### src/rtl/fetch_queue_if.sv
// Fetch front-end bus: redirect input, instruction BRAM port and decode-side handshake.
// The master modport is the fetch_queue view; slave is the surrounding core/BRAM view.
interface fetch_queue_if #(
    parameter int ADDR_W = 17
);
    logic              redirect_valid;
    logic [31:0]       redirect_pc;
    logic              mem_en;
    logic [ADDR_W-1:0] inst_addr;
    logic [31:0]       inst_data;
    logic              out_valid;
    logic              out_ready;
    logic [31:0]       out_pc;
    logic [31:0]       out_inst;
    logic              out_pred_taken;
    logic [31:0]       out_pred_target;

    modport master (
        input  redirect_valid, redirect_pc, inst_data, out_ready,
        output mem_en, inst_addr, out_valid, out_pc, out_inst,
               out_pred_taken, out_pred_target
    );

    modport slave (
        output redirect_valid, redirect_pc, inst_data, out_ready,
        input  mem_en, inst_addr, out_valid, out_pc, out_inst,
               out_pred_taken, out_pred_target
    );
endinterface

### src/rtl/fetch_queue.sv
// Decoupled instruction fetch: sequential BRAM fetches, static branch prediction on
// returned words, and a small FIFO so decode stalls do not back up into fetch.
module fetch_queue #(
    parameter int          ADDR_W   = 17,
    parameter int          DEPTH    = 4,
    parameter logic [31:0] RESET_PC = 32'h0000_0000
) (
    input  logic          clk,
    input  logic          rstn,
    fetch_queue_if.master bus
);
    localparam int PW = $clog2(DEPTH);

    logic [31:0] fpc;
    logic        inflight;
    logic [31:0] inflight_pc;

    logic [31:0] pc_q     [DEPTH];
    logic [31:0] inst_q   [DEPTH];
    logic        taken_q  [DEPTH];
    logic [31:0] target_q [DEPTH];

    logic [PW-1:0] rd_ptr;
    logic [PW-1:0] wr_ptr;
    logic [PW:0]   count;

    logic [31:0] ret_word;
    logic        pred_taken;
    logic [31:0] pred_target;
    logic [PW+1:0] occupancy;
    logic        ret_taken;
    logic        issue;
    logic        push;
    logic        pop;
    logic        mem_en;
    logic        head_valid;

    // All-ones words come back from unprogrammed BRAM and are fetched as NOPs.
    always_comb begin
        ret_word    = (bus.inst_data == 32'hffff_ffff) ? 32'h0000_0000 : bus.inst_data;
        pred_taken  = 1'b0;
        pred_target = inflight_pc + 32'd4;
        if (ret_word[31:27] == 5'b00001) begin
            pred_taken  = 1'b1;
            pred_target = {4'b0000, ret_word[25:0], 2'b00};
        end else if (ret_word[31:26] == 6'b110010) begin
            pred_taken  = 1'b1;
            pred_target = inflight_pc + {4'b0000, ret_word[25:0], 2'b00};
        end else if ((ret_word[31:27] == 5'b00010) && ret_word[15]) begin
            pred_taken  = 1'b1;
            pred_target = inflight_pc + {{14{1'b1}}, ret_word[15:0], 2'b00};
        end
    end

    // Same-cycle pops are not credited, so a push can never land in a full queue.
    always_comb begin
        occupancy = {1'b0, count} + {{(PW + 1){1'b0}}, inflight};
        ret_taken = inflight && pred_taken;
        issue     = !bus.redirect_valid && !ret_taken && (occupancy < (PW + 2)'(DEPTH));
        push      = inflight && !bus.redirect_valid;
        head_valid = (count != '0);
        pop       = head_valid && bus.out_ready && !bus.redirect_valid;
    end

    assign mem_en        = issue && rstn;
    assign bus.mem_en    = mem_en;
    assign bus.inst_addr = mem_en ? fpc[ADDR_W+1:2] : '0;

    always_ff @(posedge clk or negedge rstn) begin
        if (!rstn) begin
            fpc         <= RESET_PC;
            inflight    <= 1'b0;
            inflight_pc <= '0;
            count       <= '0;
            rd_ptr      <= '0;
            wr_ptr      <= '0;
        end else if (bus.redirect_valid) begin
            fpc      <= bus.redirect_pc;
            inflight <= 1'b0;
            count    <= '0;
            rd_ptr   <= '0;
            wr_ptr   <= '0;
        end else begin
            inflight <= issue;
            if (issue) begin
                inflight_pc <= fpc;
            end
            // A taken prediction blocks issue, so nothing sequential is ever in flight to squash.
            if (ret_taken) begin
                fpc <= pred_target;
            end else if (issue) begin
                fpc <= fpc + 32'd4;
            end
            if (push) begin
                wr_ptr <= wr_ptr + 1'b1;
            end
            if (pop) begin
                rd_ptr <= rd_ptr + 1'b1;
            end
            if (push && !pop) begin
                count <= count + 1'b1;
            end else if (!push && pop) begin
                count <= count - 1'b1;
            end
        end
    end

    always_ff @(posedge clk) begin
        if (push) begin
            pc_q[wr_ptr]     <= inflight_pc;
            inst_q[wr_ptr]   <= ret_word;
            taken_q[wr_ptr]  <= pred_taken;
            target_q[wr_ptr] <= pred_target;
        end
    end

    // Storage is not reset; gating with head_valid keeps the outputs at zero while empty.
    assign bus.out_valid       = head_valid;
    assign bus.out_pc          = head_valid ? pc_q[rd_ptr]     : '0;
    assign bus.out_inst        = head_valid ? inst_q[rd_ptr]   : '0;
    assign bus.out_pred_taken  = head_valid ? taken_q[rd_ptr]  : 1'b0;
    assign bus.out_pred_target = head_valid ? target_q[rd_ptr] : '0;
endmodule

### src/flat_wrapper.sv
// flat-port wrapper written by rule: the top's interface ports become plain ports
module fetch_queue_flat 
#(
    parameter int          ADDR_W   = 17,
    parameter int          DEPTH    = 4,
    parameter logic [31:0] RESET_PC = 32'h0000_0000
)
  (clk, rstn, bus_redirect_valid, bus_redirect_pc, bus_inst_data, bus_out_ready, bus_mem_en, bus_inst_addr, bus_out_valid, bus_out_pc, bus_out_inst, bus_out_pred_taken, bus_out_pred_target);
  fetch_queue_if #(.ADDR_W(ADDR_W)) bus_i ();
  input  logic clk;
  input  logic rstn;
  input wire logic [$bits(bus_i.redirect_valid)-1:0] bus_redirect_valid;
  input wire logic [$bits(bus_i.redirect_pc)-1:0] bus_redirect_pc;
  input wire logic [$bits(bus_i.inst_data)-1:0] bus_inst_data;
  input wire logic [$bits(bus_i.out_ready)-1:0] bus_out_ready;
  output wire logic [$bits(bus_i.mem_en)-1:0] bus_mem_en;
  output wire logic [$bits(bus_i.inst_addr)-1:0] bus_inst_addr;
  output wire logic [$bits(bus_i.out_valid)-1:0] bus_out_valid;
  output wire logic [$bits(bus_i.out_pc)-1:0] bus_out_pc;
  output wire logic [$bits(bus_i.out_inst)-1:0] bus_out_inst;
  output wire logic [$bits(bus_i.out_pred_taken)-1:0] bus_out_pred_taken;
  output wire logic [$bits(bus_i.out_pred_target)-1:0] bus_out_pred_target;
  assign bus_i.redirect_valid = bus_redirect_valid;
  assign bus_i.redirect_pc = bus_redirect_pc;
  assign bus_i.inst_data = bus_inst_data;
  assign bus_i.out_ready = bus_out_ready;
  assign bus_mem_en = bus_i.mem_en;
  assign bus_inst_addr = bus_i.inst_addr;
  assign bus_out_valid = bus_i.out_valid;
  assign bus_out_pc = bus_i.out_pc;
  assign bus_out_inst = bus_i.out_inst;
  assign bus_out_pred_taken = bus_i.out_pred_taken;
  assign bus_out_pred_target = bus_i.out_pred_target;
  fetch_queue #(.ADDR_W(ADDR_W), .DEPTH(DEPTH), .RESET_PC(RESET_PC)) u_core (.clk(clk), .rstn(rstn), .bus(bus_i));
endmodule
### config.mk
export PLATFORM = sky130hd
export DESIGN_NAME = fetch_queue_flat
export DESIGN_NICKNAME = d
export VERILOG_FILES = /design/src/rtl/fetch_queue_if.sv /design/src/rtl/fetch_queue.sv /design/src/flat_wrapper.sv
export SDC_FILE = /design/constraint.sdc
export NUM_CORES = 1
export LEC_CHECK = 0
export BUFFER_PORTS_ARGS = -buffer_cell sky130_fd_sc_hd__buf_2
export CORE_MARGIN = 5
export CORE_UTILIZATION = 50
export DETAILED_ROUTE_END_ITERATION = 10
export PLACE_DENSITY = 0.72
export REMOVE_ABC_BUFFERS = 1
export SLEW_MARGIN = 0
export SYNTH_ARGS = -nofsm -noshare
export SYNTH_HDL_FRONTEND = slang
export SYNTH_SLANG_ARGS = --single-unit
export TNS_END_PERCENT = 50
### constraint.sdc
create_clock -name clk -period 3.5 [get_ports clk]
set_input_delay 0.7 -clock clk [delete_from_list [all_inputs] [get_ports clk]]
set_output_delay 0.7 -clock clk [all_outputs]
set_load 0.01 [all_outputs]
After elaboration in Yosys (flattened, before gate mapping):

Memories as Yosys holds them, arrays and structs flattened.
Index checks and enable logic that the tools add are counted.

* add/sub/neg operators: 9
* order comparisons: 1
* equality and inequality tests: 4
* multiplexer cells: 25
* bitwise logic cells: 1
* reductions and logical operators: 20

Operators by type and width (number)
* 2-to-1 mux 32 bit: 10
* adder 32 x 3 -> 32 bit (second input constant): 2
* adder 32 x 28 -> 32 bit: 1
* adder 32 bit: 1
* equality test 32 bit (second input constant): 1
* 2-to-1 mux 17 bit: 1
* logical AND 1 bit: 10
* 2-to-1 mux 3 bit: 3
* nonzero test 3 bit: 3
* 2-to-1 mux 2 bit: 4
* 2-to-1 mux 1 bit: 7
* equality test 6 bit (second input constant): 1
* equality test 5 x 1 -> 1 bit (second input constant): 1
* equality test 5 x 2 -> 1 bit (second input constant): 1
* adder 2 x 1 -> 2 bit (second input constant): 2
* adder 3 x 1 -> 4 bit: 1
* zero test 1 bit: 4
* less-than comparator 4 x 3 -> 1 bit (second input constant): 1
* nonzero test 2 bit: 2
* adder 3 x 1 -> 3 bit (second input constant): 1
* subtractor 3 x 1 -> 3 bit (second input constant): 1
* AND reduction 2 bit: 1
* NOT 1 bit: 1

* register bits after elaboration: 72
* memory bits (writable): 388
* bits of input ports: 68
* memories kept: 4

Memory list
* u_core.inst_q: words 4, bits a word 32, rd ports 1, clocked after memory_dff 0, write ports 1, line fetch_queue.sv:19 `logic [31:0] inst_q [DEPTH];`
* u_core.pc_q: words 4, bits a word 32, rd ports 1, clocked after memory_dff 0, write ports 1, line fetch_queue.sv:18 `logic [31:0] pc_q [DEPTH];`
* u_core.target_q: words 4, bits a word 32, rd ports 1, clocked after memory_dff 0, write ports 1, line fetch_queue.sv:21 `logic [31:0] target_q [DEPTH];`
* u_core.taken_q: words 4, bits a word 1, rd ports 1, clocked after memory_dff 0, write ports 1, line fetch_queue.sv:20 `logic taken_q [DEPTH];`

Logic depth before layout (Yosys ltp):

* word-level depth: 14
* gate-level depth with buffers: 18
* depth with buffers taken out: 18

Least setup slack after synthesis:

OpenSTA, ideal clock, no wires.

* path type: input port to flip-flop
* from: in bus_inst_data[0]
* to: mem u_core.target_q[0][30] (data pin)
* library setup time: 0.275 ns
* data arrival time: 3.906 ns
* required time: 3.225 ns
* path slack: -0.681 ns
* stages: 18
* buffers on the path: 2
* cell sequence: nand4_1 > nor4_1 > nand3_1 > clkbuf_1 > clkbuf_1 > and2_1 > and2_1 > ha_1 > a21o_1 > a21oi_2 > a21oi_2 > or4_4 > a31oi_4 > o221ai_2 > o2111ai_1 > a21oi_1 > xnor2_1 > nor2_1

* elaborated cells between the ends (all ways): 11
* classes of those cells: add/sub (2); eq/ne (4); mux (4); reduce/logical (1)

RTL lines
* start: declaration: line flat_wrapper.sv:14 `input wire logic [$bits(bus_i.inst_data)-1:0] bus_inst_data;`
* equality test 32 bit *: line fetch_queue.sv:40 `ret_word = (bus.inst_data == 32'hffff_ffff) ? 32'h0000_0000 : bus.inst_data;`
* 2-to-1 mux 32 bit *: line fetch_queue.sv:40
* via u_core.ret_word[3]: line fetch_queue.sv:27 `logic [31:0] ret_word;`
* adder 32 bit: line fetch_queue.sv:51 `pred_target = inflight_pc + {{14{1'b1}}, ret_word[15:0], 2'b00};`
* 2-to-1 mux 32 bit: line fetch_queue.sv:49 `end else if ((ret_word[31:27] == 5'b00010) && ret_word[15]) begin`
* 2-to-1 mux 32 bit *: line fetch_queue.sv:46 `end else if (ret_word[31:26] == 6'b110010) begin`
* 2-to-1 mux 32 bit *: line fetch_queue.sv:43 `if (ret_word[31:27] == 5'b00001) begin`
* via u_core.pred_target[30]: line fetch_queue.sv:29 `logic [31:0] pred_target;`
* end: declaration: line fetch_queue.sv:21

Mark *: on every way through the listed nets, which the timed path passes. The rest lies on a longest branch.

Worst setup path in the final report:

* from: in bus_inst_data[13]
* to: mem u_core.target_q[1][29] (data pin)

The elaborated chain is that of the path after synthesis.

==> flow_summary.yaml <==
die:
  die_y_um: 215
  die_area_mm2: 0.0462
  start_util_pct: 50.3
  pin_count: 184
  rows: 75
  dieWidth_um: 215
  coreArea_mm2: 0.0418
timing:
  fin_skew_ns: 0.0244
  hold_viol_final: 0
  worst_slew_pin_slew_ns: 0.802
  fin_crit_sh_pct: 114
  slew_headroom_pct: 46.1
  rsz0062_at_grt: "yes"
  setup-violations-final: 110
  setup_tns_ns: -32.44
  finalWorstPathRequiredPeriod_ns: 3.98
  drv_slew: 0
  finalWorstSetupSlack_ns: -0.480
  hold_ws_ns: 0.239
  max_freq_ghz: 0.251
logic_synthesis:
  yosysMostFrequentCell: "edfxtp_1"
  synth_cell_types: 75
  synthTopCellsByArea: "edfxtp_1 (56%), mux4_2 (10%), dfrtp_1 (8.6%), and2_1 (4.3%), ha_1 (2.0%)"
  synth_top_area_share_pct: 55.5
  synth_warnings: 0
  netlist_area_mm2: 0.0210
  synth_ff_type: "edfxtp_1"
  synth-edff-count: 388
  ys_top_cells_by_count: "edfxtp_1 (388), and2_1 (144), nand2_1 (100), mux4_2 (97), nor2_1 (73)"
  async_flop_share_pct: 15.7
  ys_seq_area_share_pct: 64.1
  ys_ff_latch: 460
  syn-mean-instance-area_um2: 14.7
  yosys.area.top_type: "edfxtp_1"
  postSynthCellCount: 1425
drt:
  first_pass_iters: 6
  ant_nets: 0
  route.vias.total: 14000
  via_per_inst: 5.86
  wl_um: 56100
  drt_iter0_drc: 1339
  drt-wirelength-per-cell_um: 23.4
  remaining_drc_errors: 0
setup_path:
  crit_required_ns: 3.82
  worst_path_largest_cell_delay_ns: 0.36
  reg2reg_setup_slack_ns: 0.30
  crit_arrival_ns: 4.30
  end_kind: "register"
  crit_path_max_fanout: 7
  path_class: "primary input to register"
  worstPathCellList: "buf_6 -> nand4_1 -> nor4_4 -> nand3_2 -> buf_8 -> buf_6 -> and2_4 -> and2_4 -> ha_4 -> buf_4 -> a21oi_1 -> o21ai_2 -> a21oi_2 -> o41ai_4 -> a31oi_4 -> o41ai_4 -> buf_4 -> o31ai_4 -> buf_4 -> xnor2_2 -> and2_4"
  crit_slowest_cell: "nor4_4"
  startpoint_type: "primary input"
pwr:
  p_comb_share_pct: 36.2
  p_seq_share_pct: 39.2
  clkPwrFrac_pct: 24.6
  swShare_pct: 32.3
  power.total_mw: 20.4
  p_leak_nw: 10.1
  switchingPower_mw: 6.57
  power_density_mw_per_mm2: 766
  p_int_mw: 13.8
  peakVddDrop_uv: 547
clocking:
  cts_tree: "built"
  cts_buffer_depth: 3
  clk_pin_slew_worst_paths_ns: 0.06
  worstSkewPairLatency_ns: 0.58
  clockRootBuffer: "clkbuf_16"
  clock-sinks: 460
  h-tree-depth: 2
  cts_made_buffers: 46
  hold_buffers: 0
layout:
  design_area_mm2: 0.0266
  antenna_cells: 0
  drive_above_1_share_pct: 39.2
  fin_nets: 1923
  area_growth_pct: 26.6
placement:
  placed_area_mm2: 0.0241
  portBuffers: 183
  dp_hpwl_um: 37400
  place.gp.congestion: 0.943
worst_hold_path:
  holdCritPathClass: "primary input to async pin"
job:
  maxCapViolations: 0
outcome:
  status: "complete, but fails checks"
  violations: "negative setup slack"
grt:
  grt_pass1_vias: 13900
  grt.total_usage_pct: 23.5
  grt_max_degree: 99
  antenna_found_initial: 1
  grt_overflow: 0
  grt_pass1_wl_um: 83900
final timing paths:
check,startpoint,to,cells past startpoint
setup / recovery,bus_inst_data[13],u_core.target_q[1][29],21
hold / removal,rstn,u_core.inflight_pc[31],2
setup reg to reg,u_core.inflight_pc[2],u_core.fpc[28],16
hold reg to reg,u_core.fpc[0],u_core.inflight_pc[0],1
max in group asynchronous,rstn,u_core.rd_ptr[1],3
min in group clk,bus_redirect_pc[0],u_core.fpc[0],3
per-layer routing:
layer / part of all wire [%] / up-vias / track usage (%)
met3: 9.0 / 91 / 6.11
met2: 47 / 626 / 37.2
met1: 41 / 7097 / 32.8
li1: - / 6228 / -
met5: 0.023 / - / 0
met4: 2.8 / 2 / 6.70
worst max-delay path, delay by kind of cell:
kind,cells,cell delay (ns)
AO/OA/AOI/OAI,7,1.20
XOR/XNOR,1,0.07
adder cells (fa/ha/maj),1,0.24
buffers and inverters,6,0.84
AND/OR/NAND/NOR,6,1.25
area by class of cell:
type	instances	area (um^2)
Clock buffer	64	1270
Clock inverter	21	260
Fill cell	2971	15200
Inverter	38	143
Multi-Input combinational cell	853	7700
Sequential cell	460	13500
Tap cell	539	674
Timing Repair Buffer	420	3070
layout by cell type, fill, tap and decap left out, drive strengths merged, types with 8 or more instances in the layout:
cell	count
mux2	31
xnor2	26
buf	420
nand3	24
dfrtp	72
xor2	19
edfxtp	388
and3	10
a211oi	10
ha	34
a21o	16
a21oi	47
nand2	101
and2	144
clkbuf	64
o31ai	10
a31oi	10
o21bai	8
nor2	73
clkinv	11
nand4	16
o21ai	73
mux4	97
o22ai	18
nor3	12
inv	39
flip-flops by register name, indices dropped and copies added (netlist names):
register	count
u_core.taken_q	4
u_core.inst_q	128
u_core.inflight	1
u_core.count	3
u_core.wr_ptr	2
u_core.fpc	32
u_core.rd_ptr	2
u_core.inflight_pc	32
u_core.pc_q	128
u_core.target_q	128
power groups by stage:
stage	sequential [mW]	combinational (mW)	clock (mW)
finish	7.98	7.38	5.00
global route	8.06	7.99	5.31
global placement	7.98	6.78	0
floorplan	7.98	4.01	0
detailed placement	8.05	6.90	0
CTS	7.95	7.14	5.06
cell families after synthesis:
logic type	count (synthesis)	synth area share [%]
AO/OA/AOI/OAI	230	7.38
AND/OR/NAND/NOR	411	10.1
buffers and inverters	112	2.10
XOR/XNOR	45	1.88
multiplexers	131	12.2
adder cells (fa/ha/maj)	36	2.22
flip-flops	460	64.1
stage by stage:
stage / instances / setup WS (ns) / utilization, %
floorplan: 1351 / -1.87 / -
global placement: 2281 / -1.05 / 57.6
detailed placement: 2281 / -1.10 / 57.6
CTS: 2376 / -0.306 / 62.3
global route: 2395 / -0.611 / 63.6
finish: 2395 / -0.480 / 63.6
timing repair:
action	in CTS	in global routing
resized for setup	74	96
cloned	1	0
endpoints found under the setup margin	121	131
pin swaps	32	48
buffers inserted	10	23
Note: power is estimated with default switching activity, not from simulation.
